[src/rtl/reexe_pkg.sv]
// Shared types for the re-execute stage: widths, forwarding modes, states.
// Optional REEXE_PERF_CNT_EN adds a WAIT_NB cycle counter in reexe_stage.
package reexe_pkg;

    localparam int DATA_W = 32;
    localparam int GPR_W  = 5;
    localparam int EXC_W  = 5;

    typedef enum logic [1:0] {
        FWD_NONE  = 2'd0,
        FWD_WAIT  = 2'd1,
        FWD_READY = 2'd2
    } fwd_mode_e;

    typedef enum logic [1:0] {
        ST_EMPTY   = 2'd0,
        ST_WAIT_NB = 2'd1,
        ST_READY   = 2'd2
    } reexe_state_e;

    typedef struct packed {
        logic [GPR_W-1:0]  wnum;
        logic [DATA_W-1:0] vaddr;
        logic [DATA_W-1:0] data;
        logic              exc;
        logic [EXC_W-1:0]  code;
    } reexe_payload_t;

    // An excepting instruction never waits for the mul/div result.
    function automatic logic needs_nb_wait(logic non_block, logic has_exc);
        return non_block && !has_exc;
    endfunction

endpackage

[src/rtl/reexe_if.sv]
// Handshake and payload bundle between PREMEM, REEXE and WB.
// slave = the REEXE stage, master = its environment.
interface reexe_if;
    import reexe_pkg::*;

    logic              in_valid_i;
    logic [GPR_W-1:0]  in_writeNum_i;
    logic [DATA_W-1:0] in_VAddr_i;
    logic [DATA_W-1:0] in_aluRes_i;
    logic              in_nonBlock_i;
    logic              in_hasExc_i;
    logic [EXC_W-1:0]  in_ExcCode_i;
    logic              excFlush_i;
    logic              nb_done_i;
    logic [DATA_W-1:0] nb_data_i;
    logic              next_allowin_i;
    logic              allowin_o;
    logic              out_valid_o;
    logic [GPR_W-1:0]  out_writeNum_o;
    logic [DATA_W-1:0] out_data_o;
    logic [DATA_W-1:0] out_VAddr_o;
    logic              out_hasExc_o;
    logic [EXC_W-1:0]  out_ExcCode_o;
    logic [GPR_W-1:0]  fwd_writeNum_o;
    logic [DATA_W-1:0] fwd_data_o;
    logic [1:0]        fwd_mode_o;
    logic              nb_cancel_o;
    logic [31:0]       perf_nbStall_o;

    modport slave (
        input  in_valid_i, in_writeNum_i, in_VAddr_i, in_aluRes_i,
        input  in_nonBlock_i, in_hasExc_i, in_ExcCode_i,
        input  excFlush_i, nb_done_i, nb_data_i, next_allowin_i,
        output allowin_o, out_valid_o, out_writeNum_o, out_data_o,
        output out_VAddr_o, out_hasExc_o, out_ExcCode_o,
        output fwd_writeNum_o, fwd_data_o, fwd_mode_o,
        output nb_cancel_o, perf_nbStall_o
    );

    modport master (
        output in_valid_i, in_writeNum_i, in_VAddr_i, in_aluRes_i,
        output in_nonBlock_i, in_hasExc_i, in_ExcCode_i,
        output excFlush_i, nb_done_i, nb_data_i, next_allowin_i,
        input  allowin_o, out_valid_o, out_writeNum_o, out_data_o,
        input  out_VAddr_o, out_hasExc_o, out_ExcCode_o,
        input  fwd_writeNum_o, fwd_data_o, fwd_mode_o,
        input  nb_cancel_o, perf_nbStall_o
    );

endinterface

[src/rtl/reexe_nb_wait.sv]
// REEXE occupancy FSM: EMPTY / WAIT_NB / READY plus the cancel pulse
// that kills an in-flight mul/div when a flush hits WAIT_NB.
module reexe_nb_wait
    import reexe_pkg::*;
(
    input  logic         clk,
    input  logic         rst,
    input  logic         in_valid,
    input  logic         in_nonBlock,
    input  logic         in_hasExc,
    input  logic         flush,
    input  logic         nb_done,
    input  logic         next_allowin,
    output reexe_state_e state,
    output logic         allowin,
    output logic         capture,
    output logic         nb_load,
    output logic         nb_cancel
);

    // Held in reset, the stage refuses new work.
    assign allowin = rst && ((state == ST_EMPTY) ||
                             (state == ST_READY && next_allowin));

    // A flush wins over capture and over a same-cycle nb_done.
    assign capture = in_valid && allowin && !flush;
    assign nb_load = (state == ST_WAIT_NB) && nb_done && !flush;

    // State transitions and the registered one-cycle cancel pulse.
    always_ff @(posedge clk) begin
        if (!rst) begin
            state     <= ST_EMPTY;
            nb_cancel <= 1'b0;
        end else begin
            nb_cancel <= flush && (state == ST_WAIT_NB);
            if (flush) begin
                state <= ST_EMPTY;
            end else if (capture) begin
                state <= needs_nb_wait(in_nonBlock, in_hasExc) ?
                         ST_WAIT_NB : ST_READY;
            end else if (nb_load) begin
                state <= ST_READY;
            end else if (state == ST_READY && next_allowin) begin
                state <= ST_EMPTY;
            end
        end
    end

endmodule

[src/rtl/reexe_stage.sv]
// Re-execute stage: holds the amended up-pipe result, merges the mul/div
// result, forwards it and hands it to WB. Option: REEXE_PERF_CNT_EN.
module reexe_stage
    import reexe_pkg::*;
(
    input logic   clk,
    input logic   rst,
    reexe_if.slave bus
);

    reexe_state_e   state;
    reexe_payload_t pl;
    logic           allowin;
    logic           capture;
    logic           nb_load;
    logic           nb_cancel;

    reexe_nb_wait u_nb_wait (
        .clk          (clk),
        .rst          (rst),
        .in_valid     (bus.in_valid_i),
        .in_nonBlock  (bus.in_nonBlock_i),
        .in_hasExc    (bus.in_hasExc_i),
        .flush        (bus.excFlush_i),
        .nb_done      (bus.nb_done_i),
        .next_allowin (bus.next_allowin_i),
        .state        (state),
        .allowin      (allowin),
        .capture      (capture),
        .nb_load      (nb_load),
        .nb_cancel    (nb_cancel)
    );

    // Payload: load on capture, merge mul/div data, clear when emptied.
    always_ff @(posedge clk) begin
        if (!rst) begin
            pl <= '0;
        end else if (bus.excFlush_i) begin
            pl <= '0;
        end else if (capture) begin
            pl.wnum  <= bus.in_writeNum_i;
            pl.vaddr <= bus.in_VAddr_i;
            pl.data  <= bus.in_aluRes_i;
            pl.exc   <= bus.in_hasExc_i;
            pl.code  <= bus.in_ExcCode_i;
        end else if (nb_load) begin
            pl.data <= bus.nb_data_i;
        end else if (state == ST_READY && bus.next_allowin_i) begin
            pl <= '0;
        end
    end

    // Forwarding mode follows occupancy: stall consumers while waiting.
    always_comb begin
        bus.fwd_mode_o = FWD_NONE;
        unique case (state)
            ST_WAIT_NB: bus.fwd_mode_o = FWD_WAIT;
            ST_READY:   bus.fwd_mode_o = FWD_READY;
            default:    bus.fwd_mode_o = FWD_NONE;
        endcase
    end

    assign bus.allowin_o     = allowin;
    assign bus.out_valid_o   = (state == ST_READY) && !bus.excFlush_i;
    assign bus.out_writeNum_o = pl.exc ? '0 : pl.wnum;
    assign bus.out_data_o    = pl.data;
    assign bus.out_VAddr_o   = pl.vaddr;
    assign bus.out_hasExc_o  = pl.exc;
    assign bus.out_ExcCode_o = pl.code;
    assign bus.fwd_writeNum_o = (state != ST_EMPTY && !pl.exc) ?
                                pl.wnum : '0;
    assign bus.fwd_data_o    = pl.data;
    assign bus.nb_cancel_o   = nb_cancel;

`ifdef REEXE_PERF_CNT_EN
    logic [31:0] nb_stall_cnt;

    // Count every WAIT_NB cycle; only reset clears it.
    always_ff @(posedge clk) begin
        if (!rst) begin
            nb_stall_cnt <= '0;
        end else if (state == ST_WAIT_NB) begin
            nb_stall_cnt <= nb_stall_cnt + 32'd1;
        end
    end

    assign bus.perf_nbStall_o = nb_stall_cnt;
`else
    assign bus.perf_nbStall_o = '0;
`endif

endmodule
[src/flat_wrapper.sv]
// flat-port wrapper written by rule: the top's interface ports become plain ports
module reexe_stage_flat import reexe_pkg::*;
  (clk, rst, bus_in_valid_i, bus_in_writeNum_i, bus_in_VAddr_i, bus_in_aluRes_i, bus_in_nonBlock_i, bus_in_hasExc_i, bus_in_ExcCode_i, bus_excFlush_i, bus_nb_done_i, bus_nb_data_i, bus_next_allowin_i, bus_allowin_o, bus_out_valid_o, bus_out_writeNum_o, bus_out_data_o, bus_out_VAddr_o, bus_out_hasExc_o, bus_out_ExcCode_o, bus_fwd_writeNum_o, bus_fwd_data_o, bus_fwd_mode_o, bus_nb_cancel_o, bus_perf_nbStall_o);
  reexe_if bus_i ();
  input logic clk;
  input logic rst;
  input wire logic [$bits(bus_i.in_valid_i)-1:0] bus_in_valid_i;
  input wire logic [$bits(bus_i.in_writeNum_i)-1:0] bus_in_writeNum_i;
  input wire logic [$bits(bus_i.in_VAddr_i)-1:0] bus_in_VAddr_i;
  input wire logic [$bits(bus_i.in_aluRes_i)-1:0] bus_in_aluRes_i;
  input wire logic [$bits(bus_i.in_nonBlock_i)-1:0] bus_in_nonBlock_i;
  input wire logic [$bits(bus_i.in_hasExc_i)-1:0] bus_in_hasExc_i;
  input wire logic [$bits(bus_i.in_ExcCode_i)-1:0] bus_in_ExcCode_i;
  input wire logic [$bits(bus_i.excFlush_i)-1:0] bus_excFlush_i;
  input wire logic [$bits(bus_i.nb_done_i)-1:0] bus_nb_done_i;
  input wire logic [$bits(bus_i.nb_data_i)-1:0] bus_nb_data_i;
  input wire logic [$bits(bus_i.next_allowin_i)-1:0] bus_next_allowin_i;
  output wire logic [$bits(bus_i.allowin_o)-1:0] bus_allowin_o;
  output wire logic [$bits(bus_i.out_valid_o)-1:0] bus_out_valid_o;
  output wire logic [$bits(bus_i.out_writeNum_o)-1:0] bus_out_writeNum_o;
  output wire logic [$bits(bus_i.out_data_o)-1:0] bus_out_data_o;
  output wire logic [$bits(bus_i.out_VAddr_o)-1:0] bus_out_VAddr_o;
  output wire logic [$bits(bus_i.out_hasExc_o)-1:0] bus_out_hasExc_o;
  output wire logic [$bits(bus_i.out_ExcCode_o)-1:0] bus_out_ExcCode_o;
  output wire logic [$bits(bus_i.fwd_writeNum_o)-1:0] bus_fwd_writeNum_o;
  output wire logic [$bits(bus_i.fwd_data_o)-1:0] bus_fwd_data_o;
  output wire logic [$bits(bus_i.fwd_mode_o)-1:0] bus_fwd_mode_o;
  output wire logic [$bits(bus_i.nb_cancel_o)-1:0] bus_nb_cancel_o;
  output wire logic [$bits(bus_i.perf_nbStall_o)-1:0] bus_perf_nbStall_o;
  assign bus_i.in_valid_i = bus_in_valid_i;
  assign bus_i.in_writeNum_i = bus_in_writeNum_i;
  assign bus_i.in_VAddr_i = bus_in_VAddr_i;
  assign bus_i.in_aluRes_i = bus_in_aluRes_i;
  assign bus_i.in_nonBlock_i = bus_in_nonBlock_i;
  assign bus_i.in_hasExc_i = bus_in_hasExc_i;
  assign bus_i.in_ExcCode_i = bus_in_ExcCode_i;
  assign bus_i.excFlush_i = bus_excFlush_i;
  assign bus_i.nb_done_i = bus_nb_done_i;
  assign bus_i.nb_data_i = bus_nb_data_i;
  assign bus_i.next_allowin_i = bus_next_allowin_i;
  assign bus_allowin_o = bus_i.allowin_o;
  assign bus_out_valid_o = bus_i.out_valid_o;
  assign bus_out_writeNum_o = bus_i.out_writeNum_o;
  assign bus_out_data_o = bus_i.out_data_o;
  assign bus_out_VAddr_o = bus_i.out_VAddr_o;
  assign bus_out_hasExc_o = bus_i.out_hasExc_o;
  assign bus_out_ExcCode_o = bus_i.out_ExcCode_o;
  assign bus_fwd_writeNum_o = bus_i.fwd_writeNum_o;
  assign bus_fwd_data_o = bus_i.fwd_data_o;
  assign bus_fwd_mode_o = bus_i.fwd_mode_o;
  assign bus_nb_cancel_o = bus_i.nb_cancel_o;
  assign bus_perf_nbStall_o = bus_i.perf_nbStall_o;
  reexe_stage u_core (.clk(clk), .rst(rst), .bus(bus_i));
endmodule
[config.mk]
export PLATFORM = sky130hd
export DESIGN_NAME = reexe_stage_flat
export DESIGN_NICKNAME = d
export VERILOG_FILES = /design/src/rtl/reexe_pkg.sv /design/src/rtl/reexe_if.sv /design/src/rtl/reexe_nb_wait.sv /design/src/rtl/reexe_stage.sv /design/src/flat_wrapper.sv
export SDC_FILE = /design/constraint.sdc
export NUM_CORES = 1
export LEC_CHECK = 0
export ABC_AREA = 1
export BUFFER_PORTS_ARGS = -buffer_cell sky130_fd_sc_hd__buf_2
export CORE_ASPECT_RATIO = 0.75
export CORE_MARGIN = 10
export CORE_UTILIZATION = 45
export DETAILED_ROUTE_END_ITERATION = 6
export PLACE_DENSITY = 0.93
export SETUP_SLACK_MARGIN = 0.1
export SLEW_MARGIN = 20
export SYNTH_ARGS = -nofsm -noshare
export SYNTH_HDL_FRONTEND = slang
export SYNTH_SLANG_ARGS = --single-unit
[constraint.sdc]
create_clock -name clk -period 1.6 [get_ports clk]
set_input_delay 0.24 -clock clk [delete_from_list [all_inputs] [get_ports clk]]
set_output_delay 0.24 -clock clk [all_outputs]
set_load 0.05 [all_outputs]
==> results of run 1 <==
-- path summary, 6_finish.rpt --
check | from | endpoint | slack [ns]
max | u_core.u_nb_wait.state[0]$_SDFFE_PP0P_ | bus_allowin_o | 0.15
min | bus_in_ExcCode_i[0] | u_core.bus.out_ExcCode_o[0]$_SDFFE_PP0P_ | 0.15
max reg2reg | u_core.u_nb_wait.state[1]$_SDFFE_PP0P_ | u_core.bus.fwd_data_o[2]$_SDFFE_PP0P_ | 0.18
min reg2reg | u_core.bus.out_ExcCode_o[0]$_SDFFE_PP0P_ | u_core.bus.out_ExcCode_o[0]$_SDFFE_PP0P_ | 0.47
-- metal layers --
| layer | up-vias | GRT usage [%] | share of wire [%] |
|---|---|---|---|
| li1 | 2239 | - | - |
| met1 | 1986 | 18.1 | 36 |
| met2 | 196 | 30.0 | 49 |
| met3 | 15 | 7.51 | 13 |
| met4 | 0 | 3.08 | 0.96 |
| met5 | - | 0 | 0 |
-- cells in the mapped netlist, drive strengths merged --
| library cell | instances | area, um2 |
|---|---|---|
| inv | 48 | 180 |
| buf | 163 | 1160 |
| nor3 | 1 | 5.00 |
| dfxtp | 78 | 1560 |
| nand3 | 111 | 556 |
| clkbuf | 9 | 33.8 |
| conb | 1 | 3.75 |
| nor2 | 85 | 342 |
| o21bai | 1 | 7.51 |
| o21ai | 3 | 15.0 |
| nand2 | 149 | 564 |
| a21oi | 44 | 224 |
| clkinv | 1 | 3.75 |
-- cell type report --
cell class | count | share of cell area [%]
tap | 136 | 3.05
clock buffer | 9 | 4.03
clock inverter | 7 | 2.17
timing repair buffer | 246 | 25.6
multi-input combinational | 426 | 33.8
inverter | 49 | 3.30
sequential | 78 | 28.1
-- registers in the layout, indices dropped and copies added (netlist names) --
signal and cells:
u_core.bus.out_ExcCode_o 5, u_core.pl 5, u_core.u_nb_wait.nb_cancel 1, u_core.bus.out_hasExc_o 1
u_core.u_nb_wait.state 2, u_core.bus.fwd_data_o 32, u_core.bus.out_VAddr_o 32
-- critical path: stages, from the launching register on --
cell and delay, ns:
dfxtp_2 0.36, inv_2 0.11, o21ai_4 0.08, nor2_1 0.12
buf_4 0.22
-- layout by cell type, fill, tap and decap left out, drive strengths merged --
master  instances
clkinv          4
o21ai           3
dfxtp          78
clkbuf         12
o21bai          1
a21oi          44
buf           243
inv            49
nand2         149
nor2           85
nor3            1
conb           32
nand3         111
bufinv          3
-- through the flow --
step | hold slack, ns | utilization, % | power [mW] | instances | worst slack, ns
5_1_grt | 0.152 | 54.7 | 5.44 | 951 | 0.0577
3_5_place_dp | 0.468 | 50.0 | 2.91 | 932 | 0.162
2_1_floorplan | 0.380 | - | 2.78 | 725 | 0.0350
6_report | 0.153 | 54.7 | 5.24 | 951 | 0.145
4_1_cts | 0.141 | 53.7 | 5.27 | 948 | 0.0829
3_3_place_gp | 0.462 | 50.0 | 2.90 | 932 | 0.185
-- cell families after synthesis --
logic type             count (synthesis)  share of synthesized area, %
and+or+nand+nor                      346                          31.5
AOI/OAI and AO/OA                     48                          5.29
other                                  1                        0.0805
buffers and inverters                221                          29.6
DFF                                   78                          33.5
-- where the power goes --
group	switching, mW	total [mW]	internal (mW)
logic	0.643	0.895	0.253
clock network	0.814	2.35	1.53
registers	0.0249	2.00	1.98
-- what timing repair did --
item / in CTS / in global routing
hold endpoints to repair: 0 / 0
pin swaps: 0 / 2
cloned: 0 / 3
resized for setup: 10 / 20
endpoints found under the setup margin: 8 / 42
buffers inserted: 0 / 0
==> impl_metrics.yaml, run 1 <==
run_status:
  status: "completed"
worst_hold_path:
  min_path_type: "in -> reg"
  hold_depth: 3
sta:
  fmax_ghz: 0.687
  skew_ns: 0.00808
  finalCritPeriodShare_pct: 90.9
  hold_violations: 0
  finalSetupTns_ns: 0
  rsz0062_at_grt: "yes"
  fin_crit_ns: 1.45
  slew_violations: 0
  setup_violations: 0
worst_setup_path:
  cp_data_required_time_ns: 1.36
  cp-end-kind: "output port"
  critical_path.max_fanout: 5
  crit_arrival_ns: 1.21
  setup.worst_path.class: "reg -> out"
  crit_path_start_kind: "flip-flop"
  worst_r2r_path_depth: 9
flow_run:
  max_cap_viol_count: 0
logic_synthesis:
  ys_seq_area_share_pct: 33.5
  syn-cell-area_um2: 4660
  avgSynthCellArea_um2: 6.71
  ys_types: 21
  yosysWarnings: 0
  ys_ff_latch: 78
  synth_cells: 694
routing:
  viasPerCell: 4.66
  drc: 0
  wirelength_mm: 14.1
  vias: 4436
  ant_nets: 0
  first_pass_iters: 5
  first_iter_violations: 240
  wl_per_cell_um: 14.9
clocking:
  cts_hold_buffers: 0
  numClockSinks: 78
  tritoncts: "yes"
  cts_buffers: 9
  clockBufferDepth: 2
  clock_latency_ns: 0.33
  htreeDepth: 3
  clk_root_buffer_cell: "clkbuf_16"
  clkTransAtPathRegs_ns: 0.06
grt:
  track_usage_pct: 16.8
  grt_pass1_wl_mm: 20.4
  grt_pass1_vias: 4133
  grt_antenna_before_repair: 0
  grt_max_degree: 44
  grt-ovfl-total: 0
floorplanning:
  initial_core_util_pct: 45.6
  die_w_um: 137
  die_area_um2: 14900
  num_rows: 32
  core_area_um2: 10200
  ios: 263
  die_h_um: 108
layout:
  multiInputGateArea_um2: 1890
  synthToLayoutAreaGrowth_pct: 19.9
  stdcell_area_um2: 5580
  drive_gt1_share_pct: 35.7
  fill_cells: 991
  ff_latch_area_um2: 1570
  diodes: 0
  nNetsFinal: 924
placed_design:
  hpwl_mm: 10.7
  place_area_um2: 5100
  port_buffers: 230
  gp_congestion: 0.883
power_and_ir_drop:
  powerDensity_nw_per_um2: 939
  leakagePower_nw: 2.99
  ir_drop_v: 0.000579
(Power assumes the default switching activity.)
==> run 2, diff against run 1 <==
==> constraint.sdc (replaced) <==
create_clock -name clk -period 1.5 [get_ports clk]
set_input_delay 0.15 -clock clk [delete_from_list [all_inputs] [get_ports clk]]
set_output_delay 0.15 -clock clk [all_outputs]
set_load 0.05 [all_outputs]
==> impl_metrics.yaml, run 2 (synthesis gave the netlist of run 1 again) <==
run_status:
  status: "completed"
layout:
  layout.cells.most_common_list: "buf_2, nand2_1, nand3_1"
  synthToLayoutAreaGrowth_pct: 21.9
  fin_util_pct: 55.6
  layout_commonest_cell: "buf_2"
  drive_gt1_share_pct: 36.8
  ff_latch_area_um2: 1570
  fill_cells: 976
  nNetsFinal: 924
  multiInputGateArea_um2: 1960
sta:
  finalSetupTns_ns: 0
  finalCritPeriodShare_pct: 94.4
  slew_violations: 0
  hold_violations: 0
  fin_crit_ns: 1.42
  fmax_ghz: 0.706
  setup_violations: 0
  rsz0062_at_grt: "yes"
  skew_ns: 0.00435
worst_setup_path:
  cp_data_required_time_ns: 1.35
  crit_chain: "o21bai_4 -> nor2_2 -> buf_2"
  critical_path.max_fanout: 6
  crit_start: "u_core.u_nb_wait.state[1]$_SDFFE_PP0P_"
  crit_arrival_ns: 1.27
  setup.worst_path.class: "reg -> out"
  slowest_delay_ns: 0.38
  ff2ff_setup_slack_ns: 0.11
  worst_r2r_path_depth: 7
  reg2reg_from: "u_core.u_nb_wait.state[1]$_SDFFE_PP0P_"
  cpMaxStageDelayCell: "dfxtp_4"
  cp-end-kind: "output port"
  crit_path_start_kind: "flip-flop"
grt:
  grt_pass1_vias: 4127
  track_usage_pct: 17.3
  grt_max_degree: 50
  grt-ovfl-total: 0
  grt_antenna_before_repair: 0
  grt_pass1_wl_mm: 20.9
power_and_ir_drop:
  total_power_mw: 5.44
  ir_drop_v: 0.000695
  powerDensity_nw_per_um2: 959
  leakagePower_nw: 3.03
routing:
  drc: 0
  first_iter_violations: 256
  vias: 4463
  wirelength_mm: 14.8
  wl_per_cell_um: 15.6
  viasPerCell: 4.69
  first_pass_iters: 5
  ant_nets: 0
clocking:
  post_cts_buffers: 0
  clkTransAtPathRegs_ns: 0.06
  clk_root_buffer_cell: "clkbuf_16"
  cts_buffers: 9
  htreeDepth: 3
  tritoncts: "yes"
  clock_latency_ns: 0.33
  numClockSinks: 78
  clockBufferDepth: 2
  cts_hold_buffers: 0
floorplanning:
  die_area_um2: 14900
  ios: 263
  die_w_um: 137
  core_area_um2: 10200
  die_h_um: 108
  initial_core_util_pct: 45.6
  num_rows: 32
placed_design:
  gp_congestion: 0.863
  port_buffers: 230
  hpwl_mm: 10.7
worst_hold_path:
  hp-start: "bus_in_VAddr_i[2]"
  hold_depth: 3
  min_path_type: "in -> reg"
flow_run:
  max_cap_viol_count: 0
[run 2: power by group]
| part | leakage (nW) | switching (mW) | internal [mW] |
|---|---|---|---|
| combinational | 2.24 | 0.698 | 0.272 |
| clock | 0.154 | 0.840 | 1.49 |
| sequential | 0.632 | 0.0283 | 2.11 |
| total | 3.03 | 1.57 | 3.88 |
[run 2: cell type report]
class	instances	area share, %
multi-input cells	426	34.5
flip-flops and latches	78	27.6
repair buffers	246	25.7
clock buffers	10	4.21
inverters	49	3.33
well taps	136	3.00
clock inverters	6	1.50
diodes	1	0.0441
[run 2: path summary, 6_finish.rpt]
check,endpoint
worst max-delay path,bus_fwd_writeNum_o[2]
worst min-delay path,u_core.bus.out_VAddr_o[2]$_SDFFE_PP0P_
worst max register to register,u_core.bus.fwd_data_o[6]$_SDFFE_PP0P_
worst min register to register,u_core.bus.out_VAddr_o[19]$_SDFFE_PP0P_
[run 2: routing by layer]
| metal | part of all wire (%) | GRT usage, % |
|---|---|---|
| met2 | 49 | 29.8 |
| met1 | 38 | 19.7 |
| met4 | 0.99 | 4.43 |
| met5 | 0 | 0 |
| met3 | 12 | 6.63 |
[run 2: timing repair]
action                                  CTS  global route
resized for setup                        15            39
gates cloned                              0             3
endpoints found under the setup margin   40            43
pin swaps                                 0            18
[run 2: critical path: cells and delay by family (launching register included)]
| kind | cells | cell delay (ns) |
|---|---|---|
| buf+inv | 1 | 0.21 |
| flops | 1 | 0.38 |
| simple gates | 1 | 0.05 |
| compound gates | 1 | 0.28 |
[run 2: stage by stage]
| stage | area [um2] | std cells | hold WS, ns | setup WS, ns |
|---|---|---|---|---|
| after floorplan | 4790 | 725 | 0.290 | 0.0250 |
| after global placement | 5090 | 932 | 0.404 | 0.0891 |
| after detailed placement | 5090 | 932 | 0.411 | 0.0350 |
| after CTS | 5460 | 948 | 0.0535 | 0.0963 |
| after global routing | 5670 | 951 | 0.0588 | 0.0373 |
| final | 5680 | 952 | 0.0606 | 0.0839 |
==> run 3, diff against run 2 <==
- PLACE_DENSITY: 0.93 -> not set
- PLACE_DENSITY_LB_ADDON: not set -> 0.3
==> impl_metrics.yaml, run 3 (synthesis gave the netlist of run 1 again) <==
power_and_ir_drop:
  powerDensity_nw_per_um2: 999
  ir_drop_v: 0.000617
  leakagePower_nw: 3.01
flow_run:
  max_cap_viol_count: 0
floorplanning:
  die_area_um2: 14900
  initial_core_util_pct: 45.6
  die_h_um: 108
  core_area_um2: 10200
  ios: 263
  die_w_um: 137
  num_rows: 32
worst_setup_path:
  cp-end-kind: "output port"
  cp_data_required_time_ns: 1.35
  critical_path.max_fanout: 6
  crit_arrival_ns: 1.23
  worst_r2r_path_depth: 8
  crit_path_start_kind: "flip-flop"
  setup.worst_path.class: "reg -> out"
placed_design:
  hpwl_mm: 10.4
  port_buffers: 230
  placedCellCount: 936
  gp_congestion: 0.822
sta:
  rsz0062_at_grt: "yes"
  finalSetupTns_ns: 0
  fin_crit_ns: 1.38
  setup_violations: 0
  holdWs_ns: 0.0743
  finalCritPeriodShare_pct: 92.1
  hold_violations: 0
  fmax_ghz: 0.724
  skew_ns: 0.00858
  slew_violations: 0
routing:
  wirelength_mm: 13.8
  drc: 0
  first_iter_violations: 241
  wl_per_cell_um: 14.5
  vias: 4365
  first_pass_iters: 4
  ant_nets: 0
  viasPerCell: 4.58
grt:
  grt_pass1_wl_mm: 20.9
  grt_pass1_vias: 4055
  grt-ovfl-total: 0
  grt_antenna_before_repair: 0
  grt_max_degree: 47
  track_usage_pct: 17.2
worst_hold_path:
  min_path_type: "in -> reg"
  hold_depth: 3
layout:
  layout_commonest_cell: "buf_2"
  diodes: 0
  drive_gt1_share_pct: 35.7
  synthToLayoutAreaGrowth_pct: 20.6
  fin_util_pct: 55.0
  layout.cells.most_common_list: "buf_2, nand2_1, nand3_1"
  nNetsFinal: 927
  fin_cells: 954
clocking:
  tritoncts: "yes"
  numClockSinks: 78
  htreeDepth: 3
  cts_buffers: 9
  clockBufferDepth: 2
  clk_root_buffer_cell: "clkbuf_16"
  clock_latency_ns: 0.32
  clkTransAtPathRegs_ns: 0.06
run_status:
  status: "completed"
[run 3: cell types whose count changed in the layout (fill, tap and decap cells not counted), moves of 2 or more]
cell / before / now
buf_4: 7 / 11
clkbuf_16: 12 / 10
clkinv_2: 2 / 0
nand2_1: 143 / 146
nand2_4: 2 / 0
nor2_1: 64 / 73
nor2_2: 10 / 8
nor2_4: 11 / 4
[run 3: critical path, cell delays in order, from the launching register on]
cell	delay, ns
dfxtp_4	0.39
inv_2	0.05
o21ai_2	0.19
nor2_1	0.08
buf_4	0.20
[run 3: path summary, 6_finish.rpt]
| path | start | to | slack [ns] |
|---|---|---|---|
| worst max-delay path | u_core.u_nb_wait.state[1]$_SDFFE_PP0P_ | bus_allowin_o | 0.12 |
| worst min-delay path | bus_in_VAddr_i[6] | u_core.bus.out_VAddr_o[6]$_SDFFE_PP0P_ | 0.07 |
| worst max register to register | u_core.u_nb_wait.state[1]$_SDFFE_PP0P_ | u_core.bus.fwd_data_o[25]$_SDFFE_PP0P_ | 0.15 |
| worst min register to register | u_core.bus.out_VAddr_o[9]$_SDFFE_PP0P_ | u_core.bus.out_VAddr_o[9]$_SDFFE_PP0P_ | 0.48 |
[run 3: per-stage QoR]
stage / area [um2] / setup WS [ns] / power [mW]
2_1_floorplan: 4790 / 0.0250 / 2.97
3_3_place_gp: 5120 / 0.0409 / 3.11
3_5_place_dp: 5120 / 0.0353 / 3.11
4_1_cts: 5530 / 0.0957 / 5.68
5_1_grt: 5620 / 0.0678 / 5.85
6_report: 5620 / 0.118 / 5.61
[run 3: repair_timing]
action	4_1_cts	5_1_grt
setup buffers	0	0
cloned	0	2
gates resized for setup	15	15
hold buffers	0	0
pin swaps	0	2
endpoints found under the setup margin	60	74
[run 3: where the power goes]
group          switching [mW]  internal, mW  leakage, nW
sequential             0.0259          2.11        0.632
clock                   0.823          1.72        0.168
combinational           0.675         0.263         2.21
total                    1.52          4.09         3.01
[run 3: routing by layer]
layer  up-vias  track usage (%)  part of all wire [%]
met2       173             28.7                    49
met5         -                0                     0
li1       2243                -                     -
met1      1943             20.9                    41
met4         0             3.90                  0.66
met3         6             5.65                   9.2
[run 3: area by class of cell]
class / count / area [um2]
clock buffers: 11 / 253
inverters: 49 / 186
repair buffers: 249 / 1450
multi-input cells: 426 / 1880
clock inverters: 5 / 105
flip-flops and latches: 78 / 1570
fillers: 1053 / 4590
well taps: 136 / 170
